$ cat config.mk
export PLATFORM = sky130hd
export DESIGN_NAME = keypad_decoder
export DESIGN_NICKNAME = d
export VERILOG_FILES = /design/src/rtl/keypad_pkg.sv /design/src/rtl/keypad_row_sync.sv /design/src/rtl/keypad_decoder.sv
export SDC_FILE = /design/constraint.sdc
export NUM_CORES = 1
export LEC_CHECK = 0
export CAP_MARGIN = 20
export CORE_UTILIZATION = 35
export CTS_CLUSTER_DIAMETER = 40
export CTS_CLUSTER_SIZE = 30
export DETAILED_ROUTE_END_ITERATION = 12
export GPL_ROUTABILITY_DRIVEN = 0
export PLACE_DENSITY = 0.59
export SLEW_MARGIN = 5
export SYNTH_ARGS = -nofsm -noshare
export SYNTH_HDL_FRONTEND = slang
export SYNTH_SLANG_ARGS = --single-unit
$ cat constraint.sdc
create_clock -name clk -period 4.7 [get_ports clk]
set_input_delay 0.94 -clock clk [delete_from_list [all_inputs] [get_ports clk]]
set_output_delay 0.94 -clock clk [all_outputs]
set_load 0.1 [all_outputs]
$ cat src/rtl/keypad_pkg.sv
// keypad_pkg: shared types, widths and helpers for the keypad decoder
package keypad_pkg;
  localparam int KEY_W = 4;
  typedef enum logic [1:0] {IDLE, CANDIDATE, PRESSED, RELEASING} state_t;
  typedef enum logic [1:0] {NONE, KEY, MULTI} result_t;
  function automatic logic [1:0] enc2(input logic [KEY_W-1:0] v);
    return v[3] ? 2'd3 : v[2] ? 2'd2 : v[1] ? 2'd1 : 2'd0;
  endfunction
endpackage

$ cat src/rtl/keypad_row_sync.sv
// keypad_row_sync: 2-flop synchronizer for the asynchronous keypad row lines
module keypad_row_sync
  import keypad_pkg::*;
(
  input  logic             clk,
  input  logic             rst_n,
  input  logic [KEY_W-1:0] d,
  output logic [KEY_W-1:0] q
);
  logic [KEY_W-1:0] meta;
  // shift raw rows through two flops before anything looks at them
  always_ff @(posedge clk or negedge rst_n)
    if (!rst_n) {q, meta} <= '0;
    else {q, meta} <= {meta, d};
endmodule

$ cat src/rtl/keypad_decoder.sv
// keypad_decoder: debounced 4x4 keypad decoder; define KEYPAD_REPEAT_EN for held-key repeat strobes
module keypad_decoder
  import keypad_pkg::*;
#(
  parameter int DEBOUNCE_SCANS = 4,
  parameter int REPEAT_SCANS   = 64
) (
  input  logic             clk,
  input  logic             rst_n,
  input  logic             scan_tick,
  input  logic [KEY_W-1:0] column,
  input  logic [KEY_W-1:0] row,
  output logic [KEY_W-1:0] key_code,
  output logic             key_valid,
  output logic             key_held
);
  localparam logic [4:0] DB = 5'(DEBOUNCE_SCANS);
  state_t state, state_n;
  result_t res;
  logic [KEY_W-1:0] row_s, count, count_n, cand, cand_n, code_n, s_code, t_code, acc_code;
  logic [1:0] s_hits, t_hits, acc_hits;
  logic [2:0] nrow, sum;
  logic [4:0] cnt_inc;
  logic onehot, frame_end, present, valid_n, held_n, rep_hit;

  keypad_row_sync u_sync (.clk(clk), .rst_n(rst_n), .d(row), .q(row_s));

  assign onehot    = column != '0 && (column & (column - 4'd1)) == '0;
  assign nrow      = 3'(row_s[0]) + 3'(row_s[1]) + 3'(row_s[2]) + 3'(row_s[3]);
  assign s_hits    = !onehot ? 2'd0 : nrow > 3'd1 ? 2'd2 : nrow[1:0];
  assign s_code    = {enc2(row_s), enc2(column)};
  assign sum       = 3'(acc_hits) + 3'(s_hits);
  assign t_hits    = sum > 3'd1 ? 2'd2 : sum[1:0];
  assign t_code    = acc_hits != 2'd0 ? acc_code : s_code;
  assign frame_end = scan_tick && column == 4'b1000;
  assign res       = t_hits == 2'd0 ? NONE : t_hits == 2'd1 ? KEY : MULTI;
  assign present   = res == MULTI || (res == KEY && t_code == key_code);
  assign cnt_inc   = 5'(count) + 5'd1;

`ifdef KEYPAD_REPEAT_EN
  localparam int RW = $clog2(REPEAT_SCANS + 1);
  logic [RW-1:0] rep;
  assign rep_hit = frame_end && state == PRESSED && present && rep == RW'(REPEAT_SCANS - 1);
  // count frames spent holding an accepted key; wrap on each repeat strobe
  always_ff @(posedge clk or negedge rst_n)
    if (!rst_n) rep <= '0;
    else if (frame_end) rep <= (state == PRESSED && present && !rep_hit) ? rep + 1'b1 : '0;
`else
  assign rep_hit = REPEAT_SCANS < 0;
`endif

  // next state: the debounce FSM only moves on a frame end
  always_comb begin
    state_n = state;
    count_n = count;
    cand_n  = cand;
    code_n  = key_code;
    held_n  = key_held;
    valid_n = 1'b0;
    if (frame_end)
      case (state)
        IDLE:
          if (res == KEY) begin
            cand_n = t_code;
            if (DB <= 5'd1) begin
              state_n = PRESSED;
              code_n  = t_code;
              valid_n = 1'b1;
              held_n  = 1'b1;
            end else begin
              state_n = CANDIDATE;
              count_n = 4'd1;
            end
          end
        CANDIDATE:
          if (res == KEY && t_code == cand) begin
            if (cnt_inc >= DB) begin
              state_n = PRESSED;
              count_n = '0;
              code_n  = cand;
              valid_n = 1'b1;
              held_n  = 1'b1;
            end else count_n = cnt_inc[3:0];
          end else if (res == KEY) begin
            cand_n  = t_code;
            count_n = 4'd1;
          end else begin
            state_n = IDLE;
            count_n = '0;
          end
        PRESSED:
          if (!present) begin
            state_n = DB <= 5'd1 ? IDLE : RELEASING;
            count_n = DB <= 5'd1 ? 4'd0 : 4'd1;
            held_n  = DB > 5'd1;
          end
        RELEASING:
          if (present) begin
            state_n = PRESSED;
            count_n = '0;
          end else if (cnt_inc >= DB) begin
            state_n = IDLE;
            count_n = '0;
            held_n  = 1'b0;
          end else count_n = cnt_inc[3:0];
        default: state_n = IDLE;
      endcase
  end

  // state, outputs and the per-frame hit accumulator
  always_ff @(posedge clk or negedge rst_n)
    if (!rst_n) begin
      state     <= IDLE;
      count     <= '0;
      cand      <= '0;
      key_code  <= '0;
      key_valid <= 1'b0;
      key_held  <= 1'b0;
      acc_hits  <= '0;
      acc_code  <= '0;
    end else begin
      state     <= state_n;
      count     <= count_n;
      cand      <= cand_n;
      key_code  <= code_n;
      key_valid <= valid_n | rep_hit;
      key_held  <= held_n;
      acc_hits  <= scan_tick ? (frame_end ? 2'd0 : t_hits) : acc_hits;
      acc_code  <= scan_tick ? (frame_end ? 4'd0 : t_code) : acc_code;
    end
endmodule

**Yosys cells after proc, flatten, opt, wreduce, memory -nomap -nowiden**

Cells that the tools add are included.

- Register bits: 30
- Bits of input ports: 11
- Output and inout port bits: 6
- Logic and storage cells: 98

- $add $sub $neg: 6
- Order comparisons: 3
- Eq/ne operators: 19
- Mux-type cells: 42
- Bitwise operators: 1
- Reductions and logical operators: 17

Operators by type and width:

| kind | number |
|---|---|
| two-way mux 4 bit | 9 |
| two-way mux 2 bit | 17 |
| case mux 4 bit (4 select lines) | 1 |
| != test 2 bit, second input constant | 7 |
| two-way mux 1 bit | 12 |
| != test 3 bit, second input constant | 3 |
| == test 4 bit | 2 |
| case mux 2 bit (4 select lines) | 1 |
| case mux 4 bit (2 select lines) | 1 |
| AND reduction 7 bit | 1 |
| == test 2 x 1 -> 1 bit, second input constant | 3 |
| == test 2 bit, second input constant | 3 |
| > comparator 3 x 1 -> 1 bit, second input constant | 2 |
| AND reduction 3 bit | 2 |
| AND reduction 6 bit | 1 |
| adder 4 x 1 -> 5 bit, second input constant | 1 |
| >= comparator 5 x 3 -> 1 bit, second input constant | 1 |
| AND 4 bit | 1 |
| == test 4 bit, second input constant | 1 |
| logical AND 1 bit | 4 |
| logical NOT 2 bit | 2 |
| logical NOT 4 bit | 1 |
| AND reduction 4 bit | 1 |
| nonzero test 2 bit | 2 |
| other kinds (9) | 9 |

**Longest topological paths before layout**

- Depth in word-level cells: 17
- Mapped depth: 17
- Gate-level depth less buffers: 17

**Modules after synthesis**

From an unflattened synthesis, not the netlist that was laid out.

- Cell total of the unflattened synthesis: 178
- Area, all modules: 1,716.6 um^2

Modules (own cells, without submodules):

| module | times used | cells an instance | area each (um^2) | sequential area each (um^2) |
|---|---|---|---|---|
| keypad_decoder | 1 | 170 | 1,516.5 | 550.5 |
| keypad_row_sync | 1 | 8 | 200.2 | 200.2 |

**Worst setup path after synthesis**

OpenSTA, ideal clock, no wires.

- Kind: input to register
- Start point: input column[3]
- End point: register key_code[0]
- Library setup time: 127 ps
- Arrival time: 3,501 ps
- Data required time: 4,573 ps
- Path slack: 1,073 ps
- Cell stages on the path: 13
- Buffers on the path: 1
- Cells stage by stage: buf_2 xnor2_1 o21ai_0 o21ai_0 nor3_1 ha_1 fa_1 nor2_1 nand2_1 nor2_1 nand2_1 and4bb_4 mux2_4

- Word-level cells in the longest chain between the ends: 14
- Elaborated cells between the ends (all ways): 21
- Classes of those cells: add/sub: 2; order compare: 1; eq/ne: 4; mux: 6; bitwise: 1; reduce/logical: 7

Ends and longest elaborated chain:

| item | RTL line | text |
|---|---|---|
| start: declaration | keypad_decoder.sv:11 | `input logic [KEY_W-1:0] column,` |
| subtractor 4 x 1 -> 4 bit | keypad_decoder.sv:28 | `assign onehot = column != '0 && (column & (column - 4'd1)) == '0;` |
| AND 4 bit | keypad_decoder.sv:28 |  |
| logical NOT 4 bit | keypad_decoder.sv:28 |  |
| logical AND 1 bit | keypad_decoder.sv:28 |  |
| two-way mux 2 bit | keypad_decoder.sv:30 | `assign s_hits = !onehot ? 2'd0 : nrow > 3'd1 ? 2'd2 : nrow[1:0];` |
| adder 2 x 2 -> 3 bit | keypad_decoder.sv:32 | `assign sum = 3'(acc_hits) + 3'(s_hits);` |
| > comparator 3 x 1 -> 1 bit | keypad_decoder.sv:33 | `assign t_hits = sum > 3'd1 ? 2'd2 : sum[1:0];` |
| two-way mux 2 bit | keypad_decoder.sv:33 |  |
| == test 2 x 1 -> 1 bit | keypad_decoder.sv:36 | `assign res = t_hits == 2'd0 ? NONE : t_hits == 2'd1 ? KEY : MULTI;` |
| two-way mux 2 bit (2 in series) | keypad_decoder.sv:36 |  |
| == test 2 x 1 -> 1 bit | keypad_decoder.sv:76 | `if (res == KEY && t_code == cand) begin` |
| logical AND 1 bit | keypad_decoder.sv:76 |  |
| AND reduction 4 bit (no source line) (*) | n/a |  |
| end signal: assignment | keypad_decoder.sv:125 | `key_code <= code_n;` |
| end: declaration | keypad_decoder.sv:13 | `output logic [KEY_W-1:0] key_code,` |

Mark *: on every way between the ends. The rest lies on a longest branch, timed or not.
A chain may end at the register's enable or synchronous reset.

**Final worst setup path**

- Start point: input column[3]
- End point: register key_code[3]

Same word-level chain as after synthesis.

==> impl_metrics.py <==
metrics = {
    "status": {
        "status": "complete, no violations",
    },
    "critical_path": {
        "worstPathCellList": "clkdlybuf4s50_1 -> nor2_1 -> nand2_1 -> o21ai_0 -> o21ai_0 -> nor3_1 -> ha_1 -> fa_1 -> nor2_1 -> nand2_1 -> nor2_1 -> nand2_1 -> and4bb_4 -> mux2_4",
        "worstSetupPathType": "in2reg",
        "critPathMaxFanout": 11,
        "rr_worst_depth": 15,
        "worst_setup_path_end_kind": "flip-flop",
        "r2r_slack_ns": 0.75,
        "worstPathArrival_ns": 4.36,
        "cp-start-kind": "input pin",
        "cp.required_ns": 4.86,
        "critPathLaunch": "column[3]",
        "r2r-start": "u_sync.q[3]",
        "cp_slowest_stage_delay_ns": 0.68,
        "crit_slowest_cell": "clkdlybuf4s50_1",
    },
    "power_and_ir_drop": {
        "p_leak_nw": 0.900,
        "switchingPower_w": 0.000345,
        "internal_power_w": 0.000564,
        "p_total_w": 0.000908,
        "powerDensity_mw_per_mm2": 430,
        "p_sw_frac": 0.379,
        "combPwrFrac": 0.356,
        "seqPwrFrac": 0.407,
        "max-vdd-ir-drop_v": 0.000195,
        "clkPwrFrac": 0.237,
    },
    "die": {
        "die_h_um": 73.4,
        "core_region_area_mm2": 0.00482,
        "io_pins": 17,
        "row_count": 25,
        "start_util": 0.371,
        "die_w_um": 73.4,
        "dieArea_mm2": 0.00539,
    },
    "logic_synthesis": {
        "synthesis.area_mm2": 0.00179,
        "async_reset_ff_frac": 1.00,
        "ys_seq_area_frac": 0.420,
        "ys.warnings.count": 0,
        "synth_edf_count": 0,
        "ys_top_cells_by_area": "dfrtp_1, o21ai_0, ha_1",
        "syn_nets": 202,
        "synth-seq-cells": 30,
        "ys_types": 53,
        "synth.most_common_cell": "dfrtp_1",
        "synth_cells": 183,
        "syn_avg_cell_area_um2": 9.76,
        "synth_top_area_share": 0.420,
        "yosys.area.top_type": "dfrtp_1",
        "netlist_top_cells_count": "dfrtp_1, o21ai_0, inv_1, nand2_1, nor2_1",
        "synth_flop_cell": "dfrtp_1",
    },
    "global_routing": {
        "grt_pass1_vias": 1261,
        "grt_max_degree": 31,
        "grt_overflow": 0,
        "grt_usage": 0.151,
        "grt_pass1_wl_um": 6010,
        "antenna_found_initial": 0,
    },
    "cts": {
        "htree_levels": 2,
        "cts_root_buf": "clkbuf_8",
        "clkSinkCount": 30,
        "cts_resized": 0,
        "cts_buffer_depth": 2,
        "path_clk_slew_ns": 0.06,
        "postCtsHoldBufs": 0,
        "insertion_delay_ns": 0.28,
        "cts_setup_buffers": 0,
        "cts_buffers": 5,
        "cts_tree": "built",
    },
    "sta": {
        "rsz0062_at_grt": "no",
        "finalHoldViolCount": 0,
        "fmax_mhz": 238,
        "period_minus_slack_ns": 4.20,
        "relSlewSlack": 0.353,
        "skew_ns": 0.00586,
        "fin_crit_sh": 0.893,
        "drv_slew": 0,
        "setup-violations-final": 0,
        "tightest_slew_ns": 0.968,
        "finalSetupTns_ns": 0,
    },
    "min_path": {
        "min_path_cells": 0,
        "min_from": "u_sync.meta[1]",
        "min_path_type": "reg2reg",
    },
    "layout": {
        "nFillCells": 479,
        "nNetsFinal": 222,
        "diodes": 0,
        "ff_latch_area_um2": 751,
        "area_growth_pct": 18.3,
        "multiInputGateArea_um2": 947,
        "drive_gt1_frac": 0.123,
    },
    "drt": {
        "vias": 1383,
        "via_per_inst": 5.10,
        "wl_um": 3590,
        "firstDrtPassIters": 4,
        "first_iter_violations": 84,
        "wl_per_cell_um": 13.2,
        "drc": 0,
        "ant_nets": 0,
    },
    "run": {
        "maxCapViolations": 0,
    },
    "placed_design": {
        "portBuffers": 16,
        "dp_hpwl_um": 2650,
    },
}
[placed cells by master, fill, tap and decap left out, types with 5 or more instances in the layout]
cell / synthesis / final
a21oi_1: 11 / 11
clkbuf_8: 0 / 6
clkdlybuf4s50_1: 0 / 16
dfrtp_1: 30 / 30
ha_1: 6 / 6
inv_1: 16 / 16
nand2_1: 14 / 14
nand3_1: 6 / 6
nor2_1: 14 / 14
o21ai_0: 18 / 18
xnor2_1: 5 / 5
[kinds of logic after synthesis]
kind of cell	synth area share
xor gates and xnor gates	0.0343
buffers and inverters	0.0491
muxes	0.0582
and+or+nand+nor	0.184
adders and majority gates	0.0645
DFF	0.420
AOI/OAI and AO/OA	0.190
[layout make-up]
cell class,instances,area share
clock buffer,6,0.0391
clock inverter,2,0.00592
inverter,16,0.0284
multi-input combinational,132,0.448
sequential,30,0.355
tap,67,0.0397
timing repair buffer,18,0.0829
[flip-flops by register name, indices dropped and copies added, names as in the netlist]
signal,count
key_valid,1
acc_code,4
key_code,4
acc_hits,2
state,2
u_sync.meta,4
cand,4
key_held,1
count,4
u_sync.q,4
[layer usage]
layer	share of wire	routed length, µm	GRT usage	vias up
met5	0	0	0	-
li1	-	-	-	688
met4	0.011	39	0.0641	0
met1	0.50	1790	0.210	667
met2	0.46	1640	0.225	23
met3	0.035	125	0.0370	5
[worst max-delay path: cells and delay by family]
family | cells | cell delay (ns)
AND/OR/NAND/NOR | 8 | 1.46
buffers and inverters | 1 | 0.68
multiplexers | 1 | 0.31
adder cells (fa/ha/maj) | 2 | 0.67
AO/OA/AOI/OAI | 2 | 0.29
[power by group through the flow]
stage               combinational (W)  clock [W]  sequential [W]
detailed placement           0.000323          0        0.000374
CTS                          0.000324   0.000226        0.000369
global placement             0.000320          0        0.000374
global route                 0.000361   0.000234        0.000379
floorplan                    0.000278          0        0.000350
finish                       0.000323   0.000215        0.000370
[path summary, 6_finish.rpt]
check,end
worst max register to register,key_code[3]
max in group asynchronous,acc_code[1]
worst min register to register,u_sync.q[1]
min in group asynchronous,cand[0]
worst max-delay path,key_code[3]
worst min-delay path,u_sync.q[1]
[per-stage QoR]
step	utilization	hold WS (ns)	setup slack, ns	instances	cell area (µm²)
after floorplan	-	0.331	1.07	183	1790
after CTS	0.438	0.350	0.541	271	2110
after detailed placement	0.419	0.335	0.247	263	2020
after global routing	0.438	0.361	0.184	271	2110
final	0.438	0.348	0.504	271	2110
after global placement	0.419	0.332	0.346	263	2020
Note: power is estimated with default switching activity, not from simulation.
